**config.mk**
```make
export PLATFORM = sky130hd
export DESIGN_NAME = adc_scan_avg
export DESIGN_NICKNAME = d
export VERILOG_FILES = /design/src/rtl/adc_scan_pkg.sv /design/src/rtl/adc_chan_acc.sv /design/src/rtl/adc_scan_avg.sv
export SDC_FILE = /design/constraint.sdc
export NUM_CORES = 1
export LEC_CHECK = 0
export CAP_MARGIN = 20
export CORE_MARGIN = 3
export CORE_UTILIZATION = 50
export CTS_BUF_LIST = sky130_fd_sc_hd__clkbuf_8
export DETAILED_ROUTE_END_ITERATION = 7
export GPL_TIMING_DRIVEN = 0
export HOLD_SLACK_MARGIN = 0.03
export PLACE_DENSITY = 0.68
export SETUP_SLACK_MARGIN = 0.05
export SLEW_MARGIN = 15
export SYNTH_ARGS = -nofsm -noshare
export SYNTH_HDL_FRONTEND = slang
export SYNTH_HIERARCHICAL = 1
export SYNTH_SLANG_ARGS = --single-unit
export TNS_END_PERCENT = 50
```
**constraint.sdc**
```tcl
create_clock -name clk -period 4.1 [get_ports clk]
set_clock_uncertainty 0.2 [all_clocks]
set_input_delay 0.82 -clock clk [delete_from_list [all_inputs] [get_ports clk]]
set_output_delay 0.82 -clock clk [all_outputs]
set_load 0.005 [all_outputs]
```
**src/rtl/adc_scan_pkg.sv**
```systemverilog
// Shared encodings and helpers for the multi-channel ADC block-averaging path.
package adc_scan_pkg;

  typedef enum logic [1:0] {
    AVG_1  = 2'd0,
    AVG_4  = 2'd1,
    AVG_16 = 2'd2,
    AVG_64 = 2'd3
  } avg_e;

  // Extra accumulator bits so a full 64-sample window never overflows.
  localparam int ACC_EXTRA = 6;

  // Window length N = 4**avg.
  function automatic logic [6:0] win_len(input logic [1:0] avg);
    win_len = 7'd1 << {avg, 1'b0};
  endfunction

endpackage

```
**src/rtl/adc_chan_acc.sv**
```systemverilog
// One channel's accumulator, sample counter, held result and rd_ok flag.
import adc_scan_pkg::*;

module adc_chan_acc #(
  parameter int DATA_W = 12
) (
  input  logic              clk,
  input  logic              rst,
  input  logic              clear,
  input  logic              hit,
  input  logic [DATA_W-1:0] data,
  input  avg_e              avg_q,
  output logic [DATA_W-1:0] result,
  output logic              rd_ok,
  output logic              done,
  output logic [DATA_W-1:0] done_data
);

  localparam int ACC_W = DATA_W + ACC_EXTRA;

  logic [ACC_W-1:0] acc;
  logic [ACC_W-1:0] sum;
  logic [5:0]       cnt;
  logic             last;

  assign sum       = acc + ACC_W'(data);
  assign last      = ({1'b0, cnt} == (win_len(avg_q) - 7'd1));
  assign done      = hit && last;
  // Shift by 2*avg; the quotient always fits in DATA_W bits.
  assign done_data = DATA_W'(sum >> {avg_q, 1'b0});

  always_ff @(posedge clk or posedge rst) begin
    if (rst) begin
      acc    <= '0;
      cnt    <= '0;
      result <= '0;
      rd_ok  <= 1'b0;
    end else if (clear) begin
      acc   <= '0;
      cnt   <= '0;
      rd_ok <= 1'b0;
    end else if (hit) begin
      if (last) begin
        acc    <= '0;
        cnt    <= '0;
        result <= done_data;
        rd_ok  <= 1'b1;
      end else begin
        acc <= sum;
        cnt <= cnt + 6'd1;
      end
    end
  end

endmodule

```
**src/rtl/adc_scan_avg.sv**
```systemverilog
// Multi-channel ADC block averager: per-channel windows of 1/4/16/64 samples,
// a readable result bank and a one-cycle update strobe per new result.
import adc_scan_pkg::*;

module adc_scan_avg #(
  parameter int NUM_CH = 4,
  parameter int CH_W   = 2,
  parameter int DATA_W = 12
) (
  input  logic              clk,
  input  logic              rst,
  input  logic              s_valid,
  input  logic [CH_W-1:0]   s_chan,
  input  logic [DATA_W-1:0] s_data,
  input  logic [1:0]        avg,
  input  logic [CH_W-1:0]   rd_sel,
  output logic [DATA_W-1:0] rd_data,
  output logic              rd_ok,
  output logic              upd_valid,
  output logic [CH_W-1:0]   upd_chan,
  output logic [DATA_W-1:0] upd_data,
  output logic              err
);

  // Handshake: s_valid is a push-only strobe with no ready; a sample is taken
  // on the edge where s_valid=1 unless the channel is out of range or the
  // window selection changes on that same edge.

  avg_e              avg_q;
  logic              win_change;
  logic              in_range;
  logic              accept;
  logic [NUM_CH-1:0] hit;
  logic [NUM_CH-1:0] done;
  logic [NUM_CH-1:0] ok;
  logic [DATA_W-1:0] res  [NUM_CH];
  logic [DATA_W-1:0] ddat [NUM_CH];
  logic              any_done;
  logic [CH_W-1:0]   sel_chan;
  logic [DATA_W-1:0] sel_data;

  assign win_change = (avg != avg_q);
  assign in_range   = ({1'b0, s_chan} < (CH_W+1)'(NUM_CH));
  assign accept     = s_valid && in_range && !win_change;

  for (genvar g = 0; g < NUM_CH; g++) begin : g_ch
    assign hit[g] = accept && (s_chan == CH_W'(g));

    adc_chan_acc #(.DATA_W(DATA_W)) u_acc (
      .clk       (clk),
      .rst       (rst),
      .clear     (win_change),
      .hit       (hit[g]),
      .data      (s_data),
      .avg_q     (avg_q),
      .result    (res[g]),
      .rd_ok     (ok[g]),
      .done      (done[g]),
      .done_data (ddat[g])
    );
  end

  // At most one channel completes per cycle since only one sample is taken.
  always_comb begin
    any_done = 1'b0;
    sel_chan = '0;
    sel_data = '0;
    for (int k = 0; k < NUM_CH; k++) begin
      if (done[k]) begin
        any_done = 1'b1;
        sel_chan = CH_W'(k);
        sel_data = ddat[k];
      end
    end
  end

  always_comb begin
    rd_data = '0;
    rd_ok   = 1'b0;
    for (int k = 0; k < NUM_CH; k++) begin
      if (rd_sel == CH_W'(k)) begin
        rd_data = res[k];
        rd_ok   = ok[k];
      end
    end
  end

  always_ff @(posedge clk or posedge rst) begin
    if (rst) begin
      avg_q     <= AVG_1;
      upd_valid <= 1'b0;
      upd_chan  <= '0;
      upd_data  <= '0;
      err       <= 1'b0;
    end else begin
      avg_q     <= avg_e'(avg);
      upd_valid <= any_done;
      if (any_done) begin
        upd_chan <= sel_chan;
        upd_data <= sel_data;
      end
      if (s_valid && !in_range) err <= 1'b1;
    end
  end

endmodule

```
# After elaboration in Yosys (flattened, before gate mapping)
# Cells that the tools add are included.
[word_totals] mem_count=0 input_bits=21 wordCells=129 ramBits=0 regBits=165 latchBits=0 rom_bits=0
[classes] reduce_logical=28 mux=55 div_mod_pow=0 addsub=9 order_cmp=0 bitwise=1 multipliers=0 shifts=5 n_eq_ne=11
[op_table] operator="$mux W18" n=12
[op_table] operator="$mux W12" n=8
[op_table] operator="$add A18 B12 Y18" n=4
[op_table] operator="$mux W6" n=12
[op_table] operator="$shr A18 B3 Y12" n=4
[op_table] operator="$eq A6 B7 Y1" n=4
[op_table] operator="$add A6 B1 Y6 const B" n=4
[op_table] operator="$mux W1" n=21
[op_table] operator="$reduce_bool A2 Y1" n=8
[op_table] operator="$reduce_and A3 Y1" n=4
[op_table] operator="$logic_and A1 B1 Y1" n=9
[op_table] operator="$eq A2 B2 Y1 const B" n=4
[op_table] operator="$reduce_and A2 Y1" n=4
[op_table] operator="$shl A1 B3 Y7 const A" n=1
[op_table] operator="$sub A7 B1 Y7 const B" n=1
[op_table] operator="$eq A2 B1 Y1 const B" n=2
[op_table] operator="$logic_not A2 Y1" n=2
[op_table] operator="$mux W2" n=2
[op_table] operator="$ne A2 B2 Y1" n=1
[op_table] operator="$logic_not A1 Y1" n=1
[op_table] operator="$not A1 Y1" n=1

# Longest topological paths before layout
[depth] word_depth=9 ltp_mapped=13

# Cells and area by module
# The synthesis kept the hierarchy.
[by_module_without_submodules] mod="adc_chan_acc (g_ch[1].u_acc ...)" area_each_um2=2795.2 instances=3 cells_each=309
[by_module_without_submodules] mod="adc_chan_acc (g_ch[0].u_acc)" area_each_um2=2872.8 instances=1 cells_each=323
[by_module_without_submodules] mod="adc_scan_avg" area_each_um2=1238.7 instances=1 cells_each=110

# Least setup slack after synthesis
# OpenSTA, ideal clock, no wires.
[synth_path] path_type="input to register" from="in s_data[7]" to="reg g_ch[0].u_acc.result[4]" arrival_ns=3.028 t_required_ns=3.775 stages=9 setup_slack_ns=0.747 n_path_buf=1 path_cell_list="ha_1 > buf_4 > a21o_1 > a21oi_1 > mux2_1 > a31oi_1 > nand2_1 > mux4_2 > mux2_4"
[synth_rtl] element="from (decl)" line="adc_scan_avg.sv:14" rtl="input logic [DATA_W-1:0] s_data,"
[synth_rtl] element="to (signal assigned)" line="adc_chan_acc.sv:46" rtl="result <= done_data;"
[synth_rtl] element="to (decl)" line="adc_chan_acc.sv:13" rtl="output logic [DATA_W-1:0] result,"

==> flow_metrics.tcl <==
set metrics [dict create \
    remaining_drc_errors 0 \
    max_freq_mhz 247 \
    ios 50 \
    maxCapViolCount 0 \
    io_buffer_count 48 \
    htree_levels 4 \
    worstPathArrival_ns 4.17 \
    tightest_slew_ns 0.830 \
    setup_viol 0 \
    startpoint "s_data[11]" \
    numCtsBuffers 17 \
    cts_tree "yes" \
    syn-mean-instance-area_um2 9.19 \
    dr.pass1.iters 5 \
    fin_util 0.570 \
    syn_nets 1437 \
    antenna_found_initial 0 \
    required_ns 4.23 \
    power_density_nw_per_um2 279 \
    cts_buffer_depth 2 \
    clock_sinks 165 \
    min_period_ns 4.04 \
    hp-class "reg -> reg" \
    synth_flop_cell "dfrtp_1" \
    hold_end "g_ch[1].u_acc/acc[3]" \
    layout.nets 1509 \
    synth_async_sr_flop_share 1.00 \
    wire_per_inst_um 21.6 \
    synth_top_area_frac 0.330 \
    synth.largest_area_cell "dfrtp_1" \
    die_w_um 164 \
    critPathKind "in -> reg" \
    status "complete, no violations" \
    clock_latency_ns 0.48 \
    synthTopCellsByArea "dfrtp_1 33%, ha_1 5.2%, mux4_2 4.7%, nand2_1 4.1%, o21ai_0 3.5%" \
    grt_pass1_wl_mm 60.5 \
    placedCellCount 1737 \
    via_per_inst 6.35 \
    leakagePower_nw 6.24 \
    core_um2 24500 \
    grt_pass1_vias 10300 \
    design.die.area_um2 26900 \
    wl_mm 38.3 \
    instances_no_fill 1770 \
    rows 57 \
    cp_max_fo 6 \
    synth_edf_count 0 \
    finalCritPeriodShare 0.986 \
    total_power_mw 3.89 \
    final_cell_mix "164 x dfrtp_1, 135 x nand2_1, 98 x nor2_1" \
    synth.distinct_cells 83 \
    syn_to_final_growth_pct 11.5 \
    max-vdd-ir-drop_mv 0.201 \
    reg2reg_from "avg_q[0]" \
    setup_slack_ns 0.0576 \
    place_area_um2 13500 \
    timing_max_transition_violations_final 0 \
    rsz0062_at_grt "false" \
    place_hpwl_mm 28.8 \
    timing.hold.ws_ns 0.285 \
    grt_use_total 0.291 \
    ant_nets 0 \
    pre_cts_slack_ns -0.694 \
    cts_hold_buf 0 \
    reg2reg_slack_ns 0.29 \
    synth_warnings 6 \
    place_congestion 0.953 \
    hold_viol_final 0 \
    ff2ff_path_depth 9 \
    post-route-cell-area_um2 13900 \
    fill_cells 2190 \
    relSlewSlack 0.445 \
    grt_start_max_net_pins 35 \
    cp-start-kind "input port" \
    synth-seq-cells 165 \
    syn_area_um2 12500 \
    mostFrequentLayoutCell "dfrtp_1" \
    synth_cells 1360 \
    drive_gt1_frac 0.129 \
    vias 11200 \
    yosysSeqAreaShare 0.330 \
    path_clk_slew_ns 0.10 \
    hold_path_depth 2 \
    holdCritStartpoint "g_ch[1].u_acc/acc[3]" \
    tns_ns 0 \
    root_buffer "clkbuf_8" \
    start_util 0.511 \
    die_y_um 164 \
    timing.rr.end "upd_data[9]" \
    grt_overflow 0 \
    dr.first_iter.drc_count 1077 \
    endpoint_kind "flip-flop" \
]
==> Yosys cell counts (24+ instances only) <==
cell / count
dfrtp_1: 165
nand2_1: 135
nor2_1: 98
o21ai_0: 88
a21oi_1: 59
ha_1: 52
clkbuf_1: 49
inv_1: 40
nand3_1: 40
a22o_1: 38
xor2_1: 36
nor3_1: 31
xnor2_1: 29
a31oi_1: 26
mux4_2: 26
o21a_1: 25
a21o_1: 24
==> flip-flops by register name (all words and copies together) (netlist names) <==
signal             flops
g_ch.u_acc/acc        72
g_ch.u_acc/result     48
g_ch.u_acc/cnt        24
upd_data              12
g_ch.u_acc/rd_ok       4
avg_q                  2
upd_chan               2
upd_valid              1
==> worst max-delay path, stage by stage <==
cell and delay (ns):
clkdlybuf4s50_1 0.75, ha_1 0.58, inv_1 0.11, nor4_1 0.28, o21a_1 0.22, o31a_1 0.21, xor2_1 0.13, a22o_1 0.22
or2_2 0.30, a22oi_1 0.38, a31oi_1 0.17
==> worst max path at each step <==
stage	to	slack, ns	cells past startpoint
finish	upd_data[11]	0.06	11
CTS	upd_data[9]	0.08	10
detailed placement	upd_data[11]	-0.69	11
global route	upd_data[8]	0.06	14
floorplan	g_ch[0].u_acc/result[4]	0.75	9
global placement	upd_data[11]	-0.59	11
==> kinds of logic after synthesis <==
logic type | synth area share
AOI/OAI and AO/OA | 0.245
xor gates and xnor gates | 0.0456
adders and majority gates | 0.0585
buffers and inverters | 0.0528
DFF | 0.330
muxes | 0.0944
other | 0.000300
and+or+nand+nor | 0.173
==> report_power, final <==
part	switching (mW)	total [mW]	leakage [nW]	internal, mW
logic	0.517	0.924	3.78	0.407
registers	0.0874	1.80	2.27	1.71
clock network	0.719	1.17	0.191	0.449
total	1.32	3.89	6.24	2.57
==> metal layers <==
| metal | routed length [um] | GRT usage |
|---|---|---|
| met5 | 0 | 0 |
| met4 | 1100 | 0.0900 |
| met3 | 2450 | 0.0467 |
| met2 | 17300 | 0.444 |
| met1 | 17400 | 0.426 |
==> area by class of cell <==
class / count / area [um2] / share of cell area
repair buffers: 53 / 592 / 0.0425
flip-flops and latches: 165 / 4130 / 0.296
multi-input cells: 1073 / 7780 / 0.558
clock buffers: 17 / 234 / 0.0168
diodes: 1 / 2.50 / 0.000180
inverters: 43 / 161 / 0.0116
plain buffers: 79 / 498 / 0.0357
well taps: 324 / 405 / 0.0291
clock inverters: 15 / 139 / 0.00996
==> timing repair <==
| item | 4_1_cts | 5_1_grt |
|---|---|---|
| pin swaps | 0 | 0 |
| hold endpoints to repair | 0 | 0 |
| cloned | 0 | 0 |
| setup endpoints to repair | 18 | 10 |
| buffers inserted | 0 | 0 |
| gates resized for setup | 15 | 12 |
No activity file was read; power rests on OpenSTA's default activity.
==> patch (same flow settings) <==
The package constant `ACC_EXTRA` goes from 6 to 12.
--- a/src/rtl/adc_scan_pkg.sv
+++ b/src/rtl/adc_scan_pkg.sv
@@ -11,3 +11,3 @@
   // Extra accumulator bits so a full 64-sample window never overflows.
-  localparam int ACC_EXTRA = 6;
+  localparam int ACC_EXTRA = 12;
 
Behaviour: same outputs for any inputs over 4 cycles, from zero or initial values and one cycle with rst high; that may be too few to reach the edited logic, so the function may still have changed.
==> patch against the unedited design <==
Global-route usage fell by 0.098 points; sequential cell count did not move; synthesized area fell by 2.0%; routed wire length fell by 1.1%; setup slack improved by 62 ps; sequential power fell by 4%; cell area fell by 2.0%; fmax rose by 1.5%; die area fell by 1.9%; total power fell by 4.0%; largest power group unchanged.
==> patch: results (changes against the unedited design) <==
| Metric | Value |
|---|---|
| Total CTS buffers | `17 (unchanged)` |
| Top delay family on crit path | `compound AO/OA/AOI/OAI gates` |
| Top cells by count, synth | `dfrtp_1, nand2_1, nor2_1` |
| Layout Cells excl Fill | `1728 (-2.4%)` |
| GRT Overall Usage | `0.2903 (-0.0009835)` |
| CTS Root Buffer Type | `clkbuf_8` |
| Yosys cell types | `84 (+1.2%)` |
| Clk buf depth | `2 (unchanged)` |
| Nets | `1477 (-2.1%)` |
| Largest net degree at the start of global routing | `35 (unchanged)` |
| Net Count, Synth | `1406 (-2.2%)` |
| Leak pwr | `6.078 nW (-2.5%)` |
| Outcome | `completed` |
| Synth Area in Compound Gates | `0.2543 (+0.009622)` |
| Yosys warnings | `6 (unchanged)` |
| Port Buffers | `48 (unchanged)` |
| CP max FO | `10 (+4)` |
| Adder-cell share of the synthesized area | `0.06373 (+0.005262)` |
| Mux cell area share after synthesis | `0.09335 (-0.001062)` |
| Slowest CP cell | `clkdlybuf4s50_1` |
| N_diodes | `0 (-1)` |
| DR vias/cell | `6.315 (-0.52%)` |
| Clock transition at path regs | `approximately 90 ps` |
| Xor and xnor area share after synthesis | `0.05291 (+0.007351)` |
| Net Sw Power | `0.001218 W (-8.0%)` |
| Inst Count DP | `1696 (-2.4%)` |
| Wire length per cell | `21.90 um (+1.3%)` |
| Initial antenna violation count | `0 (unchanged)` |
| Vias in the first global route | `10350 (+0.087%)` |
| Synth area leaders | `dfrtp_1, ha_1, nand2_1` |
| Async SR Flop Fraction | `1.000 (unchanged)` |
| Ratio of cells with drive above 1 in the final layout | `0.1448 (+0.01606)` |
| Biggest regs | `g_ch.u_acc/acc (72), g_ch.u_acc/result (48), g_ch.u_acc/cnt (24)` |
| Worst slew pin tran | `729.2 ps (-100.6 ps)` |
| Crit path largest cell delay | `940 ps (+190 ps)` |
| Post-detail-place hpwl | `28140 um (-2.2%)` |
| First-pass GRT wire length | `59170 um (-2.2%)` |
| Sequential-to-total area share from yosys stat | `0.3370 (+0.006648)` |
| Place WS | `-930.2 ps (-236.7 ps)` |
| # H-tree levels | `4 (unchanged)` |
| Top FF cell, synth | `dfrtp_1` |
| Crit path DAT | `4110 ps (-60 ps)` |
| Fill cells | `2092 (-4.5%)` |
| DR iter-0 viols | `981 (-8.9%)` |
| Worst skew pair latency | `480 ps (about the same)` |
| Synth Instances | `1325 (-2.6%)` |
| Drt pass-1 iters | `6 (+1)` |
| Peak VDD IR | `0.0001779 V (-12%)` |
| Hold Path Class | `reg2reg` |
| Gpl congestion | `0.9709 (+1.8%)` |
==> patch: metrics by stage <==
step	cell area, um2	total power, W	setup TNS, ps	utilization
after global routing	13660	0.003893	0	0.5750
final	13660	0.003736	0	0.5750
after detailed placement	13230	0.002558	-39450	0.5568
after global placement	13130	0.002535	-38330	0.5528
after floorplan	12250	0.002247	0	-
after CTS	13610	0.003743	0	0.5732
==> patch: worst reg2reg max path, cell delays in order, from the launching register on <==
cell and delay (ps):
dfrtp_2 600, clkbuf_2 320, clkbuf_2 290, nor2b_1 220, inv_1 70, ha_1 280, xnor2_1 140, a211oi_1 250
and3_2 380, nor2b_1 240, buf_2 300, a22oi_1 190, a31oi_1 260
==> patch: cell families (layout without fill, tap and decap cells) <==
kind of cell	after synthesis	in the layout
mux	79	79
xor+xnor	74	74
simple gates	420	420
other cells	1	1
flops	165	165
fa+ha+maj	60	60
buf+inv	98	182
compound gates	428	428
==> patch: cell type report <==
cell class / count / area (um2) / share of cell area
inverters: 28 / 105.1 / 0.007695
plain buffers: 70 / 340.3 / 0.02492
flip-flops and latches: 165 / 4131 / 0.3025
multi-input cells: 1062 / 7722 / 0.5654
clock buffers: 20 / 275.3 / 0.02015
clock inverters: 12 / 101.3 / 0.007420
well taps: 319 / 399.1 / 0.02922
repair buffers: 52 / 583.1 / 0.04269
==> patch: power by group through the flow <==
stage	Sequential [W]	Clock [W]	Combinational, W
3_5_place_dp	0.00175	0	0.000804
4_1_cts	0.00172	0.00121	0.000809
6_report	0.00173	0.00119	0.000821
5_1_grt	0.00173	0.00127	0.000889
3_3_place_gp	0.00175	0	0.000781
2_1_floorplan	0.00174	0	0.000510
==> patch: metal layers <==
metal	vias up	track usage	routed length [um]
met5	-	0	0
met4	0	0.08220	958
met3	46	0.06333	2856
met2	386	0.4524	17020
met1	5378	0.4096	17000
li1	5102	-	-
==> patch: what timing repair did <==
action | 4_1_cts | 5_1_grt
gates cloned | 0 | 0
pin swaps | 0 | 0
resized for setup | 6 | 14
hold buffers | 0 | 0
setup endpoints to repair | 42 | 25
==> patch: path summary, 6_finish.rpt <==
| kind | from | endpoint | slack, ps | depth (start not counted) |
|---|---|---|---|---|
| min in group asynchronous | rst | g_ch[0].u_acc/result[8] | 540 | 2 |
| worst min-delay path | g_ch[3].u_acc/acc[3] | g_ch[3].u_acc/acc[3] | 290 | 2 |
| worst max register to register | avg_q[0] | upd_data[3] | 280 | 12 |
| worst max-delay path | s_data[10] | upd_data[9] | 120 | 12 |
| max in group asynchronous | rst | avg_q[0] | 2400 | 2 |
| worst min register to register | g_ch[3].u_acc/acc[3] | g_ch[3].u_acc/acc[3] | 290 | 2 |
